===== src/rtl/vending_machine_param.sv =====
// -----------------------------------------------------------------------------
// vending_machine_param
//
// Parametrised coin-operated vending controller. Coins arrive on A/B/C with
// configurable values; credit accumulates until it reaches PRICE. The machine
// then vends for one cycle and pays change back one CHANGE_UNIT per cycle.
// A cancel request refunds the current credit. Rejected coins are flagged
// with a one-cycle coin_reject pulse.
//
// Compile-time option:
//   VM_TIMEOUT_EN - when defined, TIMEOUT_CYC idle cycles in CREDIT trigger an
//                   automatic refund. When undefined, CREDIT persists forever.
//
// Ports:
//   clk          system clock, rising edge
//   rst          asynchronous, active-low reset
//   A, B, C      coin present levels (one coin per rising edge)
//   cancel       refund request, level-sampled (honoured in CREDIT only)
//   state        FSM state: 0 IDLE, 1 CREDIT, 2 VEND, 3 CHANGE
//   y            y[1] = dispense, y[0] = change pulse
//   credit       current credit
//   coin_reject  one-cycle pulse when a detected coin is refused
// -----------------------------------------------------------------------------
module vending_machine_param #(
  parameter int CREDIT_W    = 6,
  parameter int PRICE       = 15,
  parameter int VAL_A       = 5,
  parameter int VAL_B       = 10,
  parameter int VAL_C       = 20,
  parameter int CHANGE_UNIT = 5,
  parameter int TIMEOUT_CYC = 64
) (
  input  logic                clk,
  input  logic                rst,
  input  logic                A,
  input  logic                B,
  input  logic                C,
  input  logic                cancel,
  output logic [1:0]          state,
  output logic [1:0]          y,
  output logic [CREDIT_W-1:0] credit,
  output logic                coin_reject
);

  // Sums are formed one bit wider than the credit register so overflow is visible.
  localparam int                  W1         = CREDIT_W + 1;
  localparam logic [W1-1:0]       MAX_CREDIT = {1'b0, {CREDIT_W{1'b1}}};
  localparam logic [W1-1:0]       PRICE_X    = W1'(PRICE);
  localparam logic [CREDIT_W-1:0] UNIT       = CREDIT_W'(CHANGE_UNIT);

  if ((TIMEOUT_CYC < 1) || (PRICE < 1) || (CHANGE_UNIT < 1)) begin : g_bad_params
    $error("vending_machine_param: TIMEOUT_CYC, PRICE and CHANGE_UNIT must be positive");
  end

  typedef enum logic [1:0] {
    ST_IDLE   = 2'd0,
    ST_CREDIT = 2'd1,
    ST_VEND   = 2'd2,
    ST_CHANGE = 2'd3
  } state_t;

  state_t              state_r, state_nxt_s;
  logic [CREDIT_W-1:0] credit_r, credit_nxt_s;
  logic                a_r, b_r, c_r;
  logic [2:0]          ev_s;
  logic [W1-1:0]       coin_val_s, sum_s;
  logic                one_ev_s, overflow_s, accept_s, reject_s, timeout_s;
  logic                coin_reject_r;
  logic [1:0]          y_r, y_nxt_s;

  // Rising-edge detect: a coin held high is counted once.
  assign ev_s       = {C & ~c_r, B & ~b_r, A & ~a_r};
  assign one_ev_s   = $onehot(ev_s);
  assign sum_s      = {1'b0, credit_r} + coin_val_s;
  assign overflow_s = (sum_s > MAX_CREDIT);

`ifdef VM_TIMEOUT_EN
  localparam int TO_W = $clog2(TIMEOUT_CYC + 1);
  logic [TO_W-1:0] to_cnt_r;

  assign timeout_s = (state_r == ST_CREDIT) && (to_cnt_r == TO_W'(TIMEOUT_CYC - 1));

  // Idle counter: runs only while sitting in CREDIT without accepting a coin.
  always_ff @(posedge clk or negedge rst) begin
    if (!rst) begin
      to_cnt_r <= {TO_W{1'b0}};
    end else if ((state_r != ST_CREDIT) || (state_nxt_s != state_r) || accept_s) begin
      to_cnt_r <= {TO_W{1'b0}};
    end else begin
      to_cnt_r <= to_cnt_r + TO_W'(1);
    end
  end
`else
  assign timeout_s = 1'b0;
`endif

  // Value of the single detected coin (zero when none or several).
  always_comb begin
    coin_val_s = {W1{1'b0}};
    case (ev_s)
      3'b001:  coin_val_s = W1'(VAL_A);
      3'b010:  coin_val_s = W1'(VAL_B);
      3'b100:  coin_val_s = W1'(VAL_C);
      default: coin_val_s = {W1{1'b0}};
    endcase
  end

  // Next-state, next-credit and coin accept/reject decision.
  always_comb begin
    state_nxt_s  = state_r;
    credit_nxt_s = credit_r;
    accept_s     = 1'b0;
    reject_s     = 1'b0;
    case (state_r)
      ST_IDLE, ST_CREDIT: begin
        if (one_ev_s && !overflow_s) begin
          accept_s = 1'b1;
          // The coin is added first; the price check sees the new total.
          if (sum_s >= PRICE_X) begin
            credit_nxt_s = CREDIT_W'(sum_s - PRICE_X);
            state_nxt_s  = ST_VEND;
          end else begin
            credit_nxt_s = CREDIT_W'(sum_s);
            if ((state_r == ST_CREDIT) && cancel) begin
              state_nxt_s = ST_CHANGE;
            end else begin
              state_nxt_s = ST_CREDIT;
            end
          end
        end else begin
          reject_s = |ev_s;
          if ((state_r == ST_CREDIT) && (cancel || timeout_s)) begin
            state_nxt_s = ST_CHANGE;
          end else begin
            state_nxt_s = state_r;
          end
        end
      end
      ST_VEND: begin
        reject_s = |ev_s;
        if (credit_r >= UNIT) begin
          state_nxt_s = ST_CHANGE;
        end else begin
          state_nxt_s  = ST_IDLE;
          credit_nxt_s = {CREDIT_W{1'b0}};
        end
      end
      ST_CHANGE: begin
        reject_s = |ev_s;
        if (credit_r <= UNIT) begin
          state_nxt_s  = ST_IDLE;
          credit_nxt_s = {CREDIT_W{1'b0}};
        end else begin
          credit_nxt_s = credit_r - UNIT;
        end
      end
      default: begin
        state_nxt_s  = ST_IDLE;
        credit_nxt_s = {CREDIT_W{1'b0}};
      end
    endcase
  end

  // Moore output decode, computed from the next state so y is registered with it.
  always_comb begin
    y_nxt_s = 2'b00;
    case (state_nxt_s)
      ST_VEND:   y_nxt_s = 2'b10;
      ST_CHANGE: y_nxt_s = 2'b01;
      default:   y_nxt_s = 2'b00;
    endcase
  end

  // State, credit, coin edge history and registered outputs.
  always_ff @(posedge clk or negedge rst) begin
    if (!rst) begin
      state_r       <= ST_IDLE;
      credit_r      <= {CREDIT_W{1'b0}};
      a_r           <= 1'b0;
      b_r           <= 1'b0;
      c_r           <= 1'b0;
      y_r           <= 2'b00;
      coin_reject_r <= 1'b0;
    end else begin
      state_r       <= state_nxt_s;
      credit_r      <= credit_nxt_s;
      a_r           <= A;
      b_r           <= B;
      c_r           <= C;
      y_r           <= y_nxt_s;
      coin_reject_r <= reject_s;
    end
  end

  assign state       = state_r;
  assign credit      = credit_r;
  assign y           = y_r;
  assign coin_reject = coin_reject_r;

endmodule

===== config.mk =====
export PLATFORM = sky130hd
export DESIGN_NAME = vending_machine_param
export DESIGN_NICKNAME = d
export VERILOG_FILES = /design/src/rtl/vending_machine_param.sv
export SDC_FILE = /design/constraint.sdc
export NUM_CORES = 1
export LEC_CHECK = 0
export CORE_UTILIZATION = 57
export CTS_BUF_LIST = sky130_fd_sc_hd__clkbuf_2
export CTS_CLUSTER_DIAMETER = 200
export CTS_CLUSTER_SIZE = 24
export DETAILED_ROUTE_END_ITERATION = 10
export GPL_TIMING_DRIVEN = 0
export PLACE_DENSITY_LB_ADDON = 0.12
export SLEW_MARGIN = 10
export SYNTH_ARGS = -nofsm -noshare
export SYNTH_HDL_FRONTEND = slang
export SYNTH_SLANG_ARGS = --single-unit

===== constraint.sdc =====
create_clock -name clk -period 3.7 [get_ports clk]
set_clock_uncertainty 0.05 [all_clocks]
set_input_delay 0.925 -clock clk [delete_from_list [all_inputs] [get_ports clk]]
set_output_delay 0.925 -clock clk [all_outputs]
set_load 0.03 [all_outputs]

==> results of run 1 <==
==> cells by family after synthesis <==
logic type	after synthesis
AO/OA/AOI/OAI	42
XOR/XNOR	4
adder cells (fa/ha/maj)	10
buffers and inverters	12
flip-flops	14
multiplexers	3
AND/OR/NAND/NOR	57
==> cell type report <==
class | count | share of cell area
Buffer | 3 | 0.0171
Clock buffer | 3 | 0.00855
Clock inverter | 1 | 0.00214
Inverter | 9 | 0.0249
Multi-Input combinational cell | 116 | 0.564
Sequential cell | 14 | 0.200
Tap cell | 27 | 0.0192
Timing Repair Buffer | 34 | 0.165
==> through the flow <==
stage / hold WS, ps / area, µm²
after floorplan: 485 / 1360
after global placement: 509 / 1560
after detailed placement: 516 / 1560
after CTS: 604 / 1710
after global routing: 622 / 1760
final: 615 / 1760
==> worst min-delay path, delay by kind of cell, from the launching register on <==
family,cells,cell delay [ps]
compound gates,1,70
flops,1,460
buf+inv,1,110
==> metal layers <==
metal	GRT usage	up-vias	wire length, µm
met2	0.543	75	1930
met3	0.0370	13	332
met4	0.100	0	121
met5	0	-	0
li1	-	607	-
met1	0.416	633	1500
==> flip-flops by register name, summed over array words and instances (netlist names) <==
register,cells
credit,6
state,2
y,2
a_r,1
b_r,1
c_r,1
coin_reject,1
==> power by group <==
group          total, µW  switching (µW)  leakage, µW  internal, µW
Combinational       1050             572     0.000575           477
Sequential           275            71.3     0.000175           204
Clock               78.0            54.6    0.0000140          23.5
==> cells in the final DEF (no fill, tap or decap), types with 2 or more instances in the layout <==
cell                               n
sky130_fd_sc_hd__a211o_1           2
sky130_fd_sc_hd__a211oi_1          2
sky130_fd_sc_hd__a21oi_1           4
sky130_fd_sc_hd__a221o_1           2
sky130_fd_sc_hd__and2_4            2
sky130_fd_sc_hd__buf_4            19
sky130_fd_sc_hd__buf_6             2
sky130_fd_sc_hd__clkbuf_2          4
sky130_fd_sc_hd__clkdlybuf4s50_1  13
sky130_fd_sc_hd__dfrtp_1          14
sky130_fd_sc_hd__ha_1              5
sky130_fd_sc_hd__ha_4              2
sky130_fd_sc_hd__inv_1             6
sky130_fd_sc_hd__inv_6             2
sky130_fd_sc_hd__mux2_4            2
sky130_fd_sc_hd__nand2_1          11
sky130_fd_sc_hd__nand2b_4          3
sky130_fd_sc_hd__nand3_1           2
sky130_fd_sc_hd__nor2_1           14
sky130_fd_sc_hd__nor3_1            4
sky130_fd_sc_hd__nor3_4            3
sky130_fd_sc_hd__nor3b_1           2
sky130_fd_sc_hd__o21a_1            2
sky130_fd_sc_hd__o21ai_0           4
sky130_fd_sc_hd__o21ai_1           3
sky130_fd_sc_hd__o22a_1            2
sky130_fd_sc_hd__o2bb2ai_1         2
sky130_fd_sc_hd__o32a_1            2
sky130_fd_sc_hd__xnor2_1           2
sky130_fd_sc_hd__xor2_1            2
==> worst paths after layout <==
kind | slack, ps | startpoint | end
setup / recovery | -20 | B | coin_reject$_DFF_PN0_
hold / removal | 620 | credit[3]$_DFFE_PN0P_ | credit[3]$_DFFE_PN0P_
setup reg to reg | 220 | b_r$_DFF_PN0_ | coin_reject$_DFF_PN0_
hold reg to reg | 620 | credit[3]$_DFFE_PN0P_ | credit[3]$_DFFE_PN0P_
max in group asynchronous | 2210 | rst | credit[5]$_DFFE_PN0P_
min in group asynchronous | 960 | rst | state[1]$_DFF_PN0_
==> what timing repair did <==
action                                  CTS  global route
endpoints found under the setup margin   11             7
hold endpoints to repair                  0             0
buffers inserted                         13             5
gates resized for setup                  15            10
pin swaps                                11            11
==> run summary, run 1 <==
The final count of pins violating max slew is 0. Slowest stage cell on the critical path: sky130_fd_sc_hd__or4_4. The mean instance size in the synthesized netlist was 9.14 µm². The die is 49.7 µm wide.

The post-synthesis sequential element count is 14, and the clock-pin slew on the worst setup and hold paths is 150 ps. The routed wirelength normalized by instance count works out to 18.8 µm. The peak clock frequency supported by timing is 269 MHz, and the pin slew with the least headroom to its limit is 664 ps. The worst hold path class was reg2reg.

The library cell occupying the most area in the post-synthesis netlist is sky130_fd_sc_hd__dfrtp_1. The arithmetic-cell share of the synthesized area counting full adders, half adders and majority gates works out to 0.108. The routed wire length is 3880 µm, and the count of synthesis-stage warnings from yosys is 0. The critical path contains buffers and inverters numbering 4 combined. The portion of synthesized cell area occupied by the leading cell type is 0.270, and the number of top-level pins is 17. After detailed routing, the number of vias per cell comes to 6.42. The first global-routing pass estimated 5790 µm of wire.

The total nets after synthesis was 158. The complex-gate fraction of the synthesized area is 0.280, and the multiplexer fraction of the synthesized cell area is 0.0309. The number of enable flip-flop cells after synthesis works out to 0. The total overflow left after global routing is 0. The simple-gate share of the synthesized area works out to 0.235. Buffers inserted during clock tree synthesis total 3. Critical path arrival: 3880 ps.

The die is 49.7 µm tall. Post-synthesis sequential area ratio: 0.270. The floorplan step defined a die boundary enclosing 2470 µm².

Counting every sink on the clock net gives 14. The checks that failed: negative setup slack. The count of nets left with antenna violations once routing finished came out at 0. The region available for standard cell placement spans 2040 µm². Once layout is complete, the cells apart from fillers number 207. Dominant register cell in the synthesized netlist: sky130_fd_sc_hd__dfrtp_1. The tools report the final setup violation count as 1. The count of endpoints failing hold in the final timing report is 0, and the setup slack after layout is -22.7 ps. The global router's overall resource usage was 0.318.

XOR/XNOR share of the synthesized area: 0.0270. The share of synthesized registers carrying an async set or reset was 1.00. The tools report the end-of-flow core utilization as 0.860. The area overhead of the layout relative to synthesis works out to 35.3%. The largest driver fanout on the critical path works out to 5. Sorting the synthesized cells by area gives the leading types as sky130_fd_sc_hd__dfrtp_1 (27%), sky130_fd_sc_hd__ha_1 (7.7%), sky130_fd_sc_hd__nor2_1 (4.1%).

The category of the worst setup path capture point was a register. Power comes to 1400 µW. Maximum level of the CTS H-tree: 1. For the final routed database, the setup TNS stands at -22.7 ps. The routed layout has 1328 vias. Entering global routing, the biggest net connects 15 pins. Final worst-path cycle share: 1.01.

Once placement completed, the tool counted placed cells totaling 185. The number of cells traversed by the worst register-to-register path came out at 13. Counting instances, the worst hold path has a depth of 2.

For this run, the post-layout net count is 197. Dividing total power by cell area gives a power density of 799 nW/µm². Combinational family with the most area after synthesis: compound AO/OA/AOI/OAI gates.

The number of gates on the worst path with buffers counted works out to 14. The run finished, with violations left. Broken down by cell family, the worst path's largest delay share belongs to compound AO/OA/AOI/OAI gates.

Number of filler instances in the final layout: 111. The signal on the critical path passes through buf_4, nand2b_4, inv_6, nor3_4, ha_2, fa_2, buf_6, nand2_1, a2111o_1, or4_4, o2111ai_4, nor2_4, buf_4, a31oi_1. The initial antenna violation count was 0; the via count of the first global-routing pass was 1200. The tools report the remaining max-slew budget at the tightest pin as 0.556. The worst setup path is launched from a primary input. The congestion estimate from routability-driven global placement came to 0.881. Type of the setup path with the least slack: in2reg. The number of buffer cells added on primary ports is 16, and the number of buffers on the longest clock path is 2. The tools report the cell chosen for the clock root as sky130_fd_sc_hd__clkbuf_2. The unique cell type count in the Yosys netlist is 58, and the post-placement worst setup slack is -779 ps. For this design the static power due to leakage is 0.000764 µW.

Row generation in the floorplan step produced 16 rows. For this run, the detailed router's first-pass iteration total came to 4. The placed wire-length estimate was 2440 µm.

TritonCTS built the clock tree. The fraction of final layout cells with drive strength greater than 1 came out at 0.322. The initial standard-cell utilization of the core came out at 0.635. The clock latency on the worst-skew pair came out at 300 ps. The DRC violation count after routing is 0. The most numerous cell on the critical path is sky130_fd_sc_hd__buf_4.

The post-synthesis cell count was 142; the multi-input logic area was 990 µm². The count of max-cap constraint violations was 0; the count of hold buffers inserted by post-cts repair was 0. The commonest cells after synthesis are sky130_fd_sc_hd__dfrtp_1 (14), sky130_fd_sc_hd__nor2_1 (14), sky130_fd_sc_hd__nand2_1 (11), sky130_fd_sc_hd__inv_1 (9), sky130_fd_sc_hd__ha_1 (8). The worst-case IR drop observed on VDD is 0.462 mV.

In this run the cell area of the synthesized design comes to 1300 µm². The minimum clock period is 3720 ps. In the final layout, flip-flops and latches occupy 350 µm². The delay of the slowest critical-path stage came out at 590 ps. STA puts the critical path data required time at 3860 ps.

0 antenna diodes ended up in the layout. The first routing iteration left 81 violations.
Power figures use the tool's default switching activity.
==> inputs of run 2 (changes only) <==
--- a/config.mk
+++ b/config.mk
@@ -11,6 +11,7 @@
 export CTS_CLUSTER_SIZE = 24
 export DETAILED_ROUTE_END_ITERATION = 10
 export GPL_TIMING_DRIVEN = 0
+export HOLD_SLACK_MARGIN = 0.06
 export PLACE_DENSITY_LB_ADDON = 0.12
 export SLEW_MARGIN = 10
 export SYNTH_ARGS = -nofsm -noshare
==> results of run 2 <==
Same layout as run 1: the final DEF is identical, and so are final timing and power.
==> inputs of run 3 (changes only) <==
--- a/config.mk
+++ b/config.mk
@@ -5,6 +5,7 @@
 export SDC_FILE = /design/constraint.sdc
 export NUM_CORES = 1
 export LEC_CHECK = 0
+export CAP_MARGIN = 20
 export CORE_UTILIZATION = 57
 export CTS_BUF_LIST = sky130_fd_sc_hd__clkbuf_2
 export CTS_CLUSTER_DIAMETER = 200
==> results of run 3 <==
Same layout as run 1: the final DEF is identical, and so are final timing and power.
